<file path="src/rtl/seq_pkg.sv">
// Shared types and default sizes for the instruction sequencer.
package seq_pkg;

    localparam int unsigned PC_W_DEF      = 12;
    localparam int unsigned RAS_DEPTH_DEF = 4;
    localparam int unsigned CNT_W_DEF     = 16;

    typedef enum logic [2:0] {
        OP_SEQ     = 3'd0,
        OP_BR_COND = 3'd1,
        OP_JUMP    = 3'd2,
        OP_CALL    = 3'd3,
        OP_RET     = 3'd4,
        OP_HALT    = 3'd5
    } op_kind_e;

    typedef enum logic [2:0] {
        ST_IDLE   = 3'd0,
        ST_FETCH  = 3'd1,
        ST_EXEC   = 3'd2,
        ST_HALTED = 3'd3,
        ST_FAULT  = 3'd4
    } seq_state_e;

endpackage

</file>
<file path="src/rtl/seq_ctrl_ret_stack.sv">
// Return-address stack: LIFO of DEPTH entries, top is the most recent push.
module ret_stack #(
    parameter int unsigned DEPTH = 4,
    parameter int unsigned W     = 12
) (
    input  logic         clk,
    input  logic         reset,
    input  logic         push,
    input  logic         pop,
    input  logic [W-1:0] din,
    output logic         full,
    output logic         empty,
    output logic [W-1:0] top
);

    localparam int unsigned CW = $clog2(DEPTH + 1);
    localparam int unsigned AW = (DEPTH > 1) ? $clog2(DEPTH) : 1;

    logic [W-1:0]  mem_q [DEPTH];
    logic [CW-1:0] cnt_q;

    assign full  = (cnt_q == CW'(DEPTH));
    assign empty = (cnt_q == '0);
    assign top   = empty ? '0 : mem_q[AW'(cnt_q - CW'(1))];

    // Entry storage and occupancy; overflow/underflow requests are dropped.
    always_ff @(posedge clk or negedge reset) begin
        if (!reset) begin
            cnt_q <= '0;
            for (int i = 0; i < int'(DEPTH); i++) begin
                mem_q[i] <= '0;
            end
        end else if (push && !full) begin
            mem_q[AW'(cnt_q)] <= din;
            cnt_q             <= cnt_q + CW'(1);
        end else if (pop && !empty) begin
            cnt_q <= cnt_q - CW'(1);
        end
    end

endmodule

</file>
<file path="src/rtl/seq_ctrl.sv">
// Instruction sequencer: fetch/exec control with PC strobes and a return stack.
module seq_ctrl
    import seq_pkg::*;
#(
    parameter int unsigned PC_W      = PC_W_DEF,
    parameter int unsigned RAS_DEPTH = RAS_DEPTH_DEF,
    parameter int unsigned CNT_W     = CNT_W_DEF
) (
    input  logic             clk,
    input  logic             reset,
    input  logic             start,
    input  logic             instr_valid,
    input  logic [2:0]       op_kind,
    input  logic [PC_W-1:0]  imm_target,
    input  logic [PC_W-1:0]  prog_ct,
    input  logic             cond,
    input  logic             mem_busy,
    output logic             pc_en,
    output logic             pc_branch,
    output logic [PC_W-1:0]  pc_target,
    output logic             pc_halt,
    output logic             busy,
    output logic             done,
    output logic             fault,
    output logic [CNT_W-1:0] retired
);

    seq_state_e      state_q, state_d;
    logic [2:0]      op_q, op_d;
    logic [PC_W-1:0] tgt_q, tgt_d;
    logic [CNT_W-1:0] retired_q;

    logic            push, pop, stk_full, stk_empty, retire;
    logic [PC_W-1:0] stk_top;

    ret_stack #(
        .DEPTH (RAS_DEPTH),
        .W     (PC_W)
    ) u_ret_stack (
        .clk   (clk),
        .reset (reset),
        .push  (push),
        .pop   (pop),
        .din   (prog_ct + PC_W'(1)),
        .full  (stk_full),
        .empty (stk_empty),
        .top   (stk_top)
    );

    // Next-state and PC strobe decode; strobes fire only in an unstalled EXEC.
    always_comb begin
        state_d   = state_q;
        op_d      = op_q;
        tgt_d     = tgt_q;
        pc_en     = 1'b0;
        pc_branch = 1'b0;
        pc_target = '0;
        pc_halt   = 1'b0;
        push      = 1'b0;
        pop       = 1'b0;
        unique case (state_q)
            ST_IDLE: begin
                if (start) state_d = ST_FETCH;
            end
            ST_FETCH: begin
                if (instr_valid) begin
                    op_d    = op_kind;
                    tgt_d   = imm_target;
                    state_d = ST_EXEC;
                end
            end
            ST_EXEC: begin
                if (!mem_busy) begin
                    state_d = ST_FETCH;
                    case (op_q)
                        OP_SEQ: begin
                            pc_en = 1'b1;
                        end
                        OP_BR_COND: begin
                            pc_en     = 1'b1;
                            pc_branch = cond;
                            pc_target = tgt_q;
                        end
                        OP_JUMP: begin
                            pc_en     = 1'b1;
                            pc_branch = 1'b1;
                            pc_target = tgt_q;
                        end
                        OP_CALL: begin
                            if (stk_full) begin
                                state_d = ST_FAULT;
                            end else begin
                                push      = 1'b1;
                                pc_en     = 1'b1;
                                pc_branch = 1'b1;
                                pc_target = tgt_q;
                            end
                        end
                        OP_RET: begin
                            if (stk_empty) begin
                                state_d = ST_FAULT;
                            end else begin
                                pop       = 1'b1;
                                pc_en     = 1'b1;
                                pc_branch = 1'b1;
                                pc_target = stk_top;
                            end
                        end
                        OP_HALT: begin
                            pc_halt = 1'b1;
                            state_d = ST_HALTED;
                        end
                        default: begin
                            state_d = ST_FAULT;
                        end
                    endcase
                end
            end
            default: begin
                state_d = state_q;
            end
        endcase
    end

    assign retire  = pc_en | pc_halt;
    assign busy    = (state_q == ST_FETCH) || (state_q == ST_EXEC);
    assign done    = (state_q == ST_HALTED);
    assign fault   = (state_q == ST_FAULT);
    assign retired = retired_q;

    // State, latched op and saturating retired-instruction counter.
    always_ff @(posedge clk or negedge reset) begin
        if (!reset) begin
            state_q   <= ST_IDLE;
            op_q      <= '0;
            tgt_q     <= '0;
            retired_q <= '0;
        end else begin
            state_q <= state_d;
            op_q    <= op_d;
            tgt_q   <= tgt_d;
            if (retire && (retired_q != '1)) begin
                retired_q <= retired_q + CNT_W'(1);
            end
        end
    end

endmodule

</file>
<file path="config.mk">
export PLATFORM = sky130hd
export DESIGN_NAME = seq_ctrl
export DESIGN_NICKNAME = d
export VERILOG_FILES = /design/src/rtl/seq_pkg.sv /design/src/rtl/seq_ctrl_ret_stack.sv /design/src/rtl/seq_ctrl.sv
export SDC_FILE = /design/constraint.sdc
export NUM_CORES = 1
export LEC_CHECK = 0
export BUFFER_PORTS_ARGS = -buffer_cell sky130_fd_sc_hd__buf_4
export CORE_UTILIZATION = 40
export DETAILED_ROUTE_END_ITERATION = 6
export SYNTH_ARGS = -nofsm -noshare
export SYNTH_HDL_FRONTEND = slang
export SYNTH_SLANG_ARGS = --single-unit
</file>
<file path="constraint.sdc">
create_clock -name clk -period 3.49 [get_ports clk]
set_input_delay 0.698 -clock clk [delete_from_list [all_inputs] [get_ports clk]]
set_output_delay 0.698 -clock clk [all_outputs]
set_load 0.03 [all_outputs]
</file>
Word-level counts from Yosys, hierarchy flattened

Cells that the tools add are included.

Mux-type cells: 37
Bitwise operators: 3
Order comparisons: 3
Multipliers: 0
Shift-type cells: 0
Divide/modulo/power cells: 0
Add/subtract/negate cells: 4
Equality and inequality tests: 14
Reductions and logical operators: 16

Operator list:

| operator                | count |
|---|---|
| $mux W12                | 7 |
| $bwmux W48              | 1 |
| $pmux W12 S3            | 1 |
| $bmux W12 S2            | 1 |
| $demux W12 S2           | 1 |
| $mux W3                 | 7 |
| $add A16 B1 Y16 const B | 1 |
| $ne A16 B16 Y1 const B  | 1 |
| $mux W1                 | 15 |
| $add A12 B1 Y12 const B | 1 |
| $eq A3 B2 Y1 const B    | 4 |
| $eq A3 B3 Y1 const B    | 4 |
| $pmux W3 S4             | 1 |
| $logic_not A3 Y1        | 3 |
| $pmux W3 S3             | 1 |
| $eq A3 B1 Y1 const B    | 2 |
| $ge A3 B3 Y1 const B    | 2 |
| $ne A2 B2 Y1 const B    | 3 |
| $not A2 Y3              | 2 |
| $logic_and A1 B1 Y1     | 4 |
| $pmux W1 S4             | 1 |
| $reduce_and A4 Y1       | 1 |
| $add A3 B1 Y3 const B   | 1 |
| $lt A3 B1 Y1 const B    | 1 |
| 10 further kinds        | 11 |

Word-level logic and storage cells: 86
Bits in latches: 0
Input bits: 33
Output and inout bits: 34
Register bits after elaboration: 85
Memory bits (writable): 0
Memories kept: 0
ROM bits: 0

Longest topological paths before layout

Gate-level depths: netlist (run 1).

Depth after elaboration: 9
Gate-level depth with buffers: 10
Mapped depth without buffers: 7

Hierarchy

Synthesis (run 1) repeated with hierarchy kept, for this count alone.

Cells, all modules: 353
Area total of the unflattened synthesis: 4449.3 µm²

By module, submodules not included:

| module    | area an instance (µm²) | instances | sequential area each (µm²) | cells each |
|---|---|---|---|---|
| ret_stack | 2463.6                 | 1         | 1276.2                     | 159 |
| seq_ctrl  | 1985.7                 | 1         | 850.8                      | 194 |

Least setup slack after synthesis (run 1)

OpenSTA, ideal clock, no wires.

Path kind: reg-to-output
From: register u_ret_stack.cnt_q[0]
To: output pc_target[0]
Arrival: 2792 ps
Cell stages (with the launch flop): 11
Setup slack: 0 ps
Path buffers: 4
Data required time: 2792 ps
Cells stage by stage: dfrtp_1 > clkbuf_1 > buf_2 > inv_1 > ha_1 > clkbuf_1 > nor2b_1 > nor3b_2 > clkbuf_1 > a22oi_1 > nor2_1

Word-level cells in the longest chain between the ends: 9
Elaborated cells between the ends (all ways): 12
Classes of those cells: add/sub: 1; eq/ne: 1; mux: 8; bitwise: 1; reduce/logical: 1

RTL lines:

| what                                         | RTL line                 | source |
|---|---|---|
| from (decl)                                  | seq_ctrl_ret_stack.sv:20 | `logic [CW-1:0] cnt_q;` |
| from (signal assigned)                       | seq_ctrl_ret_stack.sv:35 | `cnt_q <= cnt_q + CW'(1);` |
| from (signal assigned)                       | seq_ctrl_ret_stack.sv:37 | `cnt_q <= cnt_q - CW'(1);` |
| $sub A3 B1 Y3                                | seq_ctrl_ret_stack.sv:24 | `assign top = empty ? '0 : mem_q[AW'(cnt_q - CW'(1))];` |
| $not A2 Y3 (not written as such)             | seq_ctrl_ret_stack.sv:24 |  |
| $bmux W12 S2                                 | seq_ctrl_ret_stack.sv:24 |  |
| $mux W12 (not written as such) (2 in series) | seq_ctrl_ret_stack.sv:24 |  |
| $mux W12                                     | seq_ctrl.sv:100          | `if (stk_empty) begin` |
| $pmux W12 S3 *                               | seq_ctrl.sv:75           | `case (op_q)` |
| $mux W12 *                                   | seq_ctrl.sv:73           | `if (!mem_busy) begin` |
| $mux W12 *                                   | seq_ctrl.sv:61           | `unique case (state_q)` |
| to (decl)                                    | seq_ctrl.sv:20           | `output logic [PC_W-1:0] pc_target,` |

Mark *: on every way between the ends. The rest lies on a longest branch, timed or not. The select of a mux whose other input is x is not followed.

Worst setup path after layout (run 1)

From: register u_ret_stack.cnt_q[1]
To: output pc_target[3]

Same word-level chain as after synthesis.

==> results of run 1 <==
[critical path: cells and delay by family, from the launching register on]
| kind | cells | cell delay (ps) |
|---|---|---|
| compound gates | 1 | 110 |
| fa+ha+maj | 1 | 200 |
| buf+inv | 4 | 730 |
| flops | 1 | 410 |
| simple gates | 3 | 670 |
[routing by layer]
metal | wire (um) | vias to the layer above | track usage, %
met1 | 4559 | 1470 | 25.86
met4 | 71 | 0 | 6.137
li1 | - | 1509 | -
met2 | 4145 | 67 | 28.29
met3 | 325 | 7 | 2.807
met5 | 0 | - | 0
[cell usage after synthesis (7+ instances only)]
cell type and count:
sky130_fd_sc_hd__mux2_2 19, sky130_fd_sc_hd__a22oi_1 13, sky130_fd_sc_hd__buf_2 11, sky130_fd_sc_hd__ha_1 7, sky130_fd_sc_hd__o21ai_0 45, sky130_fd_sc_hd__nand2_1 62
sky130_fd_sc_hd__clkbuf_1 9, sky130_fd_sc_hd__dfrtp_1 85, sky130_fd_sc_hd__xor2_1 11, sky130_fd_sc_hd__nand4_1 8, sky130_fd_sc_hd__nor2_1 25, sky130_fd_sc_hd__xnor2_1 16
sky130_fd_sc_hd__nand3_1 9, sky130_fd_sc_hd__mux4_2 12
[power breakdown]
group / total, mW / internal (mW) / switching (mW)
clock network: 0.645 / 0.283 / 0.362
registers: 1.44 / 1.21 / 0.224
logic: 1.01 / 0.485 / 0.528
[kinds of logic after synthesis]
logic type | Yosys count
xor gates and xnor gates | 27
buffers and inverters | 26
AOI/OAI and AO/OA | 77
adders and majority gates | 7
muxes | 33
and+or+nand+nor | 135
DFF | 85
[sequential cells by signal, summed over array words and instances (netlist names)]
signal and count:
op_q 3, retired 16, state_q 3, tgt_q 12, u_ret_stack.cnt_q 3, u_ret_stack.mem_q 48
[area by class of cell]
cell class,count,area share (%)
Tap cell,136,3.375
Timing Repair Buffer,73,10.87
Sequential cell,85,42.18
Clock buffer,10,2.730
Inverter,5,0.3722
Multi-Input combinational cell,279,39.55
Clock inverter,6,0.9181
[stage by stage]
stage	power (mW)	setup WS (ps)	hold WS [ps]	util (%)
after floorplan	2.158	0.4776	402.4	-
after global placement	2.439	546.5	456.1	47.21
after detailed placement	2.472	472.1	462.1	47.21
after CTS	3.123	104.3	482.2	49.00
after global routing	3.297	150.7	506.2	49.06
final	3.093	332.4	479.8	49.06
[repair_timing]
action,in CTS,in global routing
buffers inserted,0,0
endpoints found under the setup margin,0,13
gates resized for setup,0,1
[worst min-delay path by stage]
stage / start / end / cells after the start
detailed placement: u_ret_stack.mem_q[37] / u_ret_stack.mem_q[37] / 2
global route: u_ret_stack.mem_q[37] / u_ret_stack.mem_q[37] / 2
global placement: u_ret_stack.mem_q[11] / u_ret_stack.mem_q[11] / 2
floorplan: reset / op_q[0] / 0
finish: u_ret_stack.mem_q[37] / u_ret_stack.mem_q[37] / 2
CTS: u_ret_stack.mem_q[37] / u_ret_stack.mem_q[37] / 2
[placed cells by master, fill, tap and decap left out, drive strengths merged, types with 8 or more instances in the layout]
| cell type | n |
|---|---|
| nand4 | 8 |
| xnor2 | 16 |
| nand2 | 63 |
| a22oi | 13 |
| mux2 | 19 |
| o21ai | 46 |
| mux4 | 12 |
| buf | 73 |
| dfrtp | 85 |
| nor2 | 25 |
| xor2 | 11 |
| clkbuf | 10 |
| nand3 | 9 |
==> results.cfg, run 1 <==
[status]
status = finished clean

[detailed_routing]
drc = 0
drt.antenna.violating_nets = 0
finalWirelength_um = 9101
drt_first_iter_violations = 137
vias = 3053
wl_per_cell_um = 15.32
vias_per_cell = 5.140
first_pass_iters = 4

[floorplan]
fp.dieArea_mm2 = 0.01099
floorplan.io_pins = 67
start_util_pct = 41.16
row_count = 37
fp.dieW_um = 104.8
core_region_mm2 = 0.01028
chipHeight_um = 104.8

[synthesis]
synthDominantAreaCellType = sky130_fd_sc_hd__dfrtp_1
muxShareOfSynthArea_pct = 11.92
synth_xor_area_share_pct = 5.590
synth_compound_area_share_pct = 11.15
syn_area_per_cell_um2 = 10.85
post-synth-top-area-fraction_pct = 50.28
synthDistinctLibCells = 45
syn_nets = 430
synth_flop_cell = sky130_fd_sc_hd__dfrtp_1
synth_sequential_area_ratio_pct = 50.28
post_synth_instance_area_mm2 = 0.004230
dominant_combinational_cell_family_by_area_after_synthesis = simple AND/OR/NAND/NOR gates
synth_async_sr_flop_share_pct = 100.0
number_of_storage_elements_in_the_synthesis_netlist = 85
synth_adder_area_share_pct = 2.070
basic_gate_share_of_the_synthesized_area_counting_and_or_nand_and_nor_cells_pct = 16.27
post_synth_edffs = 0
yosysWarnings = 0
postSynthCellCount = 390
yosys-top-cells-area = sky130_fd_sc_hd__dfrtp_1, sky130_fd_sc_hd__mux4_2, sky130_fd_sc_hd__nand2_1, sky130_fd_sc_hd__o21ai_0, sky130_fd_sc_hd__mux2_2

[placement]
gpl.final_weighted_congestion = 0.8180
placed_cells = 578
placement.io_buffers = 66
post_dp_hpwl_um = 6542
post_dp_cell_area_mm2 = 0.004852

[final_layout]
nNetsFinal = 493
seqCellArea_mm2 = 0.002127
stdcell_area_mm2 = 0.005042
final_cells = 594
n_antenna_cell = 0
drive_gt1_share_pct = 28.17
multiInputGateArea_mm2 = 0.001994
n_fill_cell = 979
areaGrowthSynthToFinish_pct = 19.20

[sta]
fin_crit_sh_pct = 90.48
rsz0062_at_grt = false
timing.clock.skew_ps = 14.99
tightest_slew_ps = 1085
finalHoldViolCount = 0
fin_tns_setup_ps = 0
final_period_minus_worst_setup_slack_ps = 3158
timing.fmax_mhz = 316.7
setup-violations-final = 0
slew_violations = 0
max-slew-margin-rel_pct = 27.67

[worst_setup_path]
timing.rr.start = state_q[0]
setup.worst_path.start = u_ret_stack.cnt_q[1]
worstPathRequired_ps = 2790
worst-setup-path-type = flip-flop to primary output
crit_chain = inv_1, ha_1, buf_4, nand4_1, nor3b_1, buf_4, a22oi_1, nor2_1, buf_4
worst_path_max_delay_cell = sky130_fd_sc_hd__dfrtp_1
crit_arrival_ps = 2460
crit-reg2reg-capture = retired[1]
crit_top_cell = sky130_fd_sc_hd__buf_4
cpPeakStageDelay_ps = 410
r2r_cells = 4
timing.critical_path.to = pc_target[3]
timing.critical_path.to_type = primary output
r2r_setup_slack_ps = 1160
crit_path_start_kind = flip-flop
crit_fanout = 10

[cts]
cts.root.buffer_cell = sky130_fd_sc_hd__clkbuf_8
clock_tree_from_tritoncts = yes
clk_latency_ps = 350
cts_sinks = 85
clock_buffers_created_by_tritoncts = 9
clk_transition_reported_paths_ps = 80
cts-root-to-sink-buffers = 2
cts_hold_repair.buffers = 0
htree_num_levels = 3

[power_and_ir_drop]
power-per-cell-area_mw_per_mm2 = 613.5
ir_worst_vdd_mv = 0.2630
cellLeakagePower_nw = 2.268

[hold_path]
worst_hold_path_type = flip-flop to flip-flop

[run]
max_cap_violations = 0

[global_route]
wire_length_of_the_first_global_routing_pass_um = 15590
grt_pass1_vias = 3064
grt_max_degree = 86
global_route.usage.total_pct = 18.15
globalRoute.totalOverflow = 0
grt_antenna_before_repair = 0
(Power assumes the default switching activity.)
==> run 2: changes to the inputs <==
CELL_PAD_IN_SITES_DETAIL_PLACEMENT = 0   (was default)
CELL_PAD_IN_SITES_GLOBAL_PLACEMENT = 1   (was default)
PLACE_DENSITY_LB_ADDON = 0.1   (was default)
==> run 2 against run 1 <==
Global-route usage up 0.26 points. Utilization up 0.32 points. Sequential share of layout area is 0.27 points lower. Final area grew 0.65%. First-iteration DRC count decreased by 36%. Sequential power is essentially flat. Worst setup slack got worse by 72 ps. Largest cell class unchanged. Highest routed layer unchanged.
==> results.cfg, run 2 (same netlist as run 1, synthesis figures left out) <==
[worst_setup_path]
setup.worst_path.start = u_ret_stack.cnt_q[1]
crit_arrival_ps = 2530
timing.rr.start = state_q[0]
crit_path_start_kind = flip-flop
r2r_setup_slack_ps = 1100
worst-setup-path-type = flip-flop to primary output
crit-reg2reg-capture = retired[1]
r2r_cells = 4
worstPathRequired_ps = 2790
timing.critical_path.to = pc_target[4]
crit_fanout = 9
timing.critical_path.to_type = primary output

[detailed_routing]
drc = 0
wl_per_cell_um = 15.76
finalWirelength_um = 9359
drt_first_iter_violations = 88
first_pass_iters = 4
vias_per_cell = 5.210
drt.antenna.violating_nets = 0
vias = 3095

[cts]
clock_buffers_created_by_tritoncts = 9
clock_tree_from_tritoncts = yes
cts-root-to-sink-buffers = 2
cts_sinks = 85
cts_hold_repair.buffers = 0
htree_num_levels = 3
cts_setup_buffers = 0
clk_transition_reported_paths_ps = 90
clk_latency_ps = 350
cts.root.buffer_cell = sky130_fd_sc_hd__clkbuf_8

[sta]
finalHoldViolCount = 0
fin_tns_setup_ps = 0
rsz0062_at_grt = false
max-slew-margin-rel_pct = 26.75
setup-violations-final = 0
timing.fmax_mhz = 309.6
tightest_slew_ps = 1099
setup_slack_ps = 260.0
hold_ws_ps = 481.8
timing.clock.skew_ps = 11.49
slew_violations = 0
final_period_minus_worst_setup_slack_ps = 3230
fin_crit_sh_pct = 92.55

[final_layout]
seqCellArea_mm2 = 0.002127
nNetsFinal = 493
drive_gt1_share_pct = 27.73
n_fill_cell = 987
n_antenna_cell = 0
largest_register_ffs = 48
layout_common_cells = sky130_fd_sc_hd__dfrtp_1, sky130_fd_sc_hd__buf_4, sky130_fd_sc_hd__nand2_1
final_common_cell = sky130_fd_sc_hd__dfrtp_1
regMostFlops = u_ret_stack.mem_q
multiInputGateArea_mm2 = 0.001994
areaGrowthSynthToFinish_pct = 19.96
stdcell_area_mm2 = 0.005075

[run]
max_cap_violations = 0

[status]
status = finished clean

[power_and_ir_drop]
ir_worst_vdd_mv = 0.2863
power-per-cell-area_mw_per_mm2 = 632.1
cellLeakagePower_nw = 2.282
report.power.total_mw = 3.208

[placement]
post_dp_hpwl_um = 6568
post_dp_cell_area_mm2 = 0.004852
gpl.final_weighted_congestion = 0.7916
placement.io_buffers = 66
detailedPlace.worstSlack_ps = 312.9

[floorplan]
chipHeight_um = 104.8
row_count = 37
fp.dieArea_mm2 = 0.01099
floorplan.io_pins = 67
core_region_mm2 = 0.01028
start_util_pct = 41.16
fp.dieW_um = 104.8

[global_route]
global_route.usage.total_pct = 18.40
grt_antenna_before_repair = 0
wire_length_of_the_first_global_routing_pass_um = 15730
grt_pass1_vias = 3012
grt_max_degree = 86
globalRoute.totalOverflow = 0

[hold_path]
worst_hold_path_type = flip-flop to flip-flop
[run 2: cell types whose count changed in the layout (fill, tap and decap cells not counted)]
cell / previous run / this run
sky130_fd_sc_hd__clkinvlp_4: 2 / 1
sky130_fd_sc_hd__inv_6: 2 / 0
sky130_fd_sc_hd__clkinv_4: 1 / 2
sky130_fd_sc_hd__bufinv_16: 0 / 2
sky130_fd_sc_hd__clkinv_2: 1 / 0
sky130_fd_sc_hd__clkbuf_8: 10 / 9
sky130_fd_sc_hd__clkbuf_1: 0 / 2
[run 2: per-stage QoR]
step / util, % / cells
2_1_floorplan: - / 390
3_3_place_gp: 47.21 / 578
3_5_place_dp: 47.21 / 578
4_1_cts: 49.38 / 594
5_1_grt: 49.38 / 594
6_report: 49.38 / 594
[run 2: layout make-up]
| cell class | instances | area share [%] |
|---|---|---|
| sequential | 85 | 41.91 |
| multi-input combinational | 279 | 39.30 |
| timing repair buffer | 73 | 10.80 |
| tap | 136 | 3.353 |
| clock buffer | 11 | 2.589 |
| clock inverter | 5 | 1.677 |
| inverter | 5 | 0.3698 |
[run 2: power breakdown]
part	internal (mW)	switching, mW
clock	0.407	0.355
sequential	1.21	0.216
combinational	0.491	0.528
total	2.11	1.10
[run 2: timing repair]
item | 4_1_cts | 5_1_grt
resized for setup | 1 | 0
setup endpoints to repair | 12 | 0
endpoints found under the hold margin | 0 | 0
[run 2: routing by layer]
layer / global-route usage [%] / part of all wire, % / up-vias
met3: 3.182 / 3.5 / 11
met2: 27.72 / 44 / 65
li1: - / - / 1512
met4: 6.036 / 1.2 / 0
met5: 0 / 0 / -
met1: 26.84 / 51 / 1507
[run 2: how the worst min path moves through the flow]
| stage | from | endpoint | slack, ps | cells after the start |
|---|---|---|---|---|
| 2_1_floorplan | reset | op_q[0] | 400 | 0 |
| 3_3_place_gp | u_ret_stack.mem_q[26] | u_ret_stack.mem_q[26] | 460 | 2 |
| 3_5_place_dp | u_ret_stack.mem_q[43] | u_ret_stack.mem_q[43] | 470 | 2 |
| 4_1_cts | u_ret_stack.mem_q[28] | u_ret_stack.mem_q[28] | 490 | 2 |
| 5_1_grt | u_ret_stack.mem_q[43] | u_ret_stack.mem_q[43] | 510 | 2 |
| 6_report | u_ret_stack.mem_q[3] | u_ret_stack.mem_q[3] | 480 | 2 |
[run 2: worst max-delay path: stages, from the launching register on]
cell                      delay, ps
sky130_fd_sc_hd__dfrtp_1        400
sky130_fd_sc_hd__inv_1          100
sky130_fd_sc_hd__ha_1           310
sky130_fd_sc_hd__nand4_1        170
sky130_fd_sc_hd__nor3b_1        490
sky130_fd_sc_hd__buf_4          280
sky130_fd_sc_hd__a22oi_1        100
sky130_fd_sc_hd__nor2_1         140
sky130_fd_sc_hd__buf_4          180
==> run 3: changes to the inputs <==
ABC_AREA = 1   (was default)
==> run 3 against run 2 <==
Final area grew 11%. Sequential cell count did not move. Hold slack got worse by 76 ps. Highest routed layer unchanged. Maximum frequency up 5.0%.
==> results.cfg, run 3 <==
[synthesis]
synth_async_sr_flop_share_pct = 100.0
synth_flop_cell = sky130_fd_sc_hd__dfrtp_1
yosys-top-cells-area = sky130_fd_sc_hd__dfrtp_1, sky130_fd_sc_hd__nand2_1, sky130_fd_sc_hd__o21ai_0, sky130_fd_sc_hd__inv_1, sky130_fd_sc_hd__nand3_1
post_synth_edffs = 0
synth_most_common_cell = sky130_fd_sc_hd__nand2_1
synthDominantAreaCellType = sky130_fd_sc_hd__dfrtp_1
number_of_storage_elements_in_the_synthesis_netlist = 85
syn_nets = 657
synth_sequential_area_ratio_pct = 45.41
yosysWarnings = 0
post-synth-top-area-fraction_pct = 45.41
syn_area_per_cell_um2 = 7.592
post_synth_instance_area_mm2 = 0.004684
commonest_cells_post_synth = sky130_fd_sc_hd__nand2_1, sky130_fd_sc_hd__dfrtp_1, sky130_fd_sc_hd__o21ai_0
postSynthCellCount = 617
synthDistinctLibCells = 32

[placement]
placement.io_buffers = 66
gpl.final_weighted_congestion = 0.8106
post_dp_hpwl_um = 8771
detailedPlace.worstSlack_ps = 768.2
post_dp_cell_area_mm2 = 0.005330

[sta]
setup_slack_ps = 415.2
final_period_minus_worst_setup_slack_ps = 3075
fin_tns_setup_ps = 0
rsz0062_at_grt = false
hold_ws_ps = 405.7
timing.clock.skew_ps = 7.231
finalHoldViolCount = 0
setup-violations-final = 0
max-slew-margin-rel_pct = 51.88
timing.fmax_mhz = 325.2
slew_violations = 0
fin_crit_sh_pct = 88.10
tightest_slew_ps = 721.8

[cts]
cts_hold_repair.buffers = 0
cts_sinks = 85
cts.root.buffer_cell = sky130_fd_sc_hd__clkbuf_16
clk_transition_reported_paths_ps = 60
cts-root-to-sink-buffers = 2
clk_latency_ps = 340
clock_buffers_created_by_tritoncts = 9
cts_setup_buffers = 0
cts-resized-gates = 0
clock_tree_from_tritoncts = yes
htree_num_levels = 3

[final_layout]
final_common_cell = sky130_fd_sc_hd__nand2_1
seqCellArea_mm2 = 0.002127
multiInputGateArea_mm2 = 0.002270
largest_register_ffs = 48
layout_common_cells = sky130_fd_sc_hd__nand2_1, sky130_fd_sc_hd__dfrtp_1, sky130_fd_sc_hd__buf_4
drive_gt1_share_pct = 17.97
fin_util_pct = 49.53
stdcell_area_mm2 = 0.005655
areaGrowthSynthToFinish_pct = 20.73
nNetsFinal = 725
n_fill_cell = 1189
regMostFlops = u_ret_stack.mem_q
n_antenna_cell = 0

[power_and_ir_drop]
ir_worst_vdd_mv = 0.2950
power.switching_uw = 447.6
power.sequential.fraction_pct = 46.8
power-per-cell-area_mw_per_mm2 = 373.4
p_int_mw = 1.664
power.share.clock_pct = 49.1
comb_power_share_pct = 4.1
cellLeakagePower_nw = 3.039
switching_part_of_the_total_power_pct = 21.20

[worst_setup_path]
r2r_setup_slack_ps = 1440
worstPathRequired_ps = 2790
crit_path_start_kind = flip-flop
crit_fanout = 19
crit_arrival_ps = 2380
worst-setup-path-type = flip-flop to primary output
timing.critical_path.to_type = primary output

[detailed_routing]
drt_first_iter_violations = 237
wl_per_cell_um = 14.60
drc = 0
drt.antenna.violating_nets = 0
finalWirelength_um = 12160
vias = 4167
first_pass_iters = 4
vias_per_cell = 5.002

[global_route]
globalRoute.totalOverflow = 0
grt_use_met2_pct = 34.38
global_route.usage.total_pct = 21.61
wire_length_of_the_first_global_routing_pass_um = 19680
grt_max_degree = 55
grt_pass1_vias = 3949
met1_usage_pct = 29.26
globalRoute.busiestLayer = met2
gr-usage-met3_pct = 5.467
grt_antenna_before_repair = 0

[run]
max_cap_violations = 0

[floorplan]
floorplan.io_pins = 67
core_region_mm2 = 0.01142
fp.dieArea_mm2 = 0.01215
chipHeight_um = 110.2
fp.dieW_um = 110.2
start_util_pct = 41.03
row_count = 39

[status]
status = finished clean

[hold_path]
worst_hold_path_type = input pin to asynchronous set/reset pin
==> run 3: area by class of cell <==
class | count | share of cell area, %
multi-input cells | 463 | 40.13
repair buffers | 75 | 9.956
flip-flops and latches | 85 | 37.61
clock buffers | 10 | 4.226
well taps | 143 | 3.164
clock inverters | 6 | 1.527
inverters | 51 | 3.385
==> run 3: routing by layer <==
metal	wire length, um	vias up
li1	-	2107
met1	5806	1982
met2	5779	66
met3	412	12
met4	160	0
met5	0	-
==> run 3: power groups by stage <==
stage | combinational, mW | sequential (mW) | clock, mW
floorplan | 0.0247 | 1.01 | 0
global placement | 0.0882 | 1.01 | 0
detailed placement | 0.0885 | 1.01 | 0
CTS | 0.0890 | 0.988 | 1.07
global route | 0.0985 | 0.987 | 1.11
finish | 0.0862 | 0.988 | 1.04
==> run 3: final timing paths <==
kind | cells after the start | from | to
setup / recovery | 8 | u_ret_stack.cnt_q[1] | pc_target[9]
hold / removal | 1 | reset | u_ret_stack.mem_q[47]
setup reg to reg | 12 | u_ret_stack.cnt_q[1] | u_ret_stack.mem_q[10]
hold reg to reg | 2 | u_ret_stack.mem_q[8] | u_ret_stack.mem_q[8]
max in group asynchronous | 2 | reset | u_ret_stack.mem_q[6]
min in group clk | 2 | u_ret_stack.mem_q[8] | u_ret_stack.mem_q[8]
==> run 3: through the flow <==
step / total power, mW / cells
after global routing: 2.196 / 833
after global placement: 1.094 / 817
after detailed placement: 1.095 / 817
final: 2.112 / 833
after floorplan: 1.031 / 617
after CTS: 2.144 / 833
==> run 3: cell families (layout without fill, tap and decap cells) <==
group | Yosys count | in the layout | synth area share (%)
simple gates | 346 | 346 | 31.68
xor+xnor | 15 | 15 | 2.805
fa+ha+maj | 7 | 7 | 1.870
compound gates | 82 | 82 | 8.975
buf+inv | 69 | 142 | 6.143
mux | 13 | 13 | 3.125
flops | 85 | 85 | 45.41
==> run 3: worst max-delay path, stage by stage, from the launching register on <==
cell and delay, ps:
sky130_fd_sc_hd__dfrtp_1 400, sky130_fd_sc_hd__inv_1 100, sky130_fd_sc_hd__ha_1 670, sky130_fd_sc_hd__inv_1 250
sky130_fd_sc_hd__o21ai_0 140, sky130_fd_sc_hd__o22ai_1 90, sky130_fd_sc_hd__nand2_1 100, sky130_fd_sc_hd__a21oi_1 80
sky130_fd_sc_hd__buf_4 200
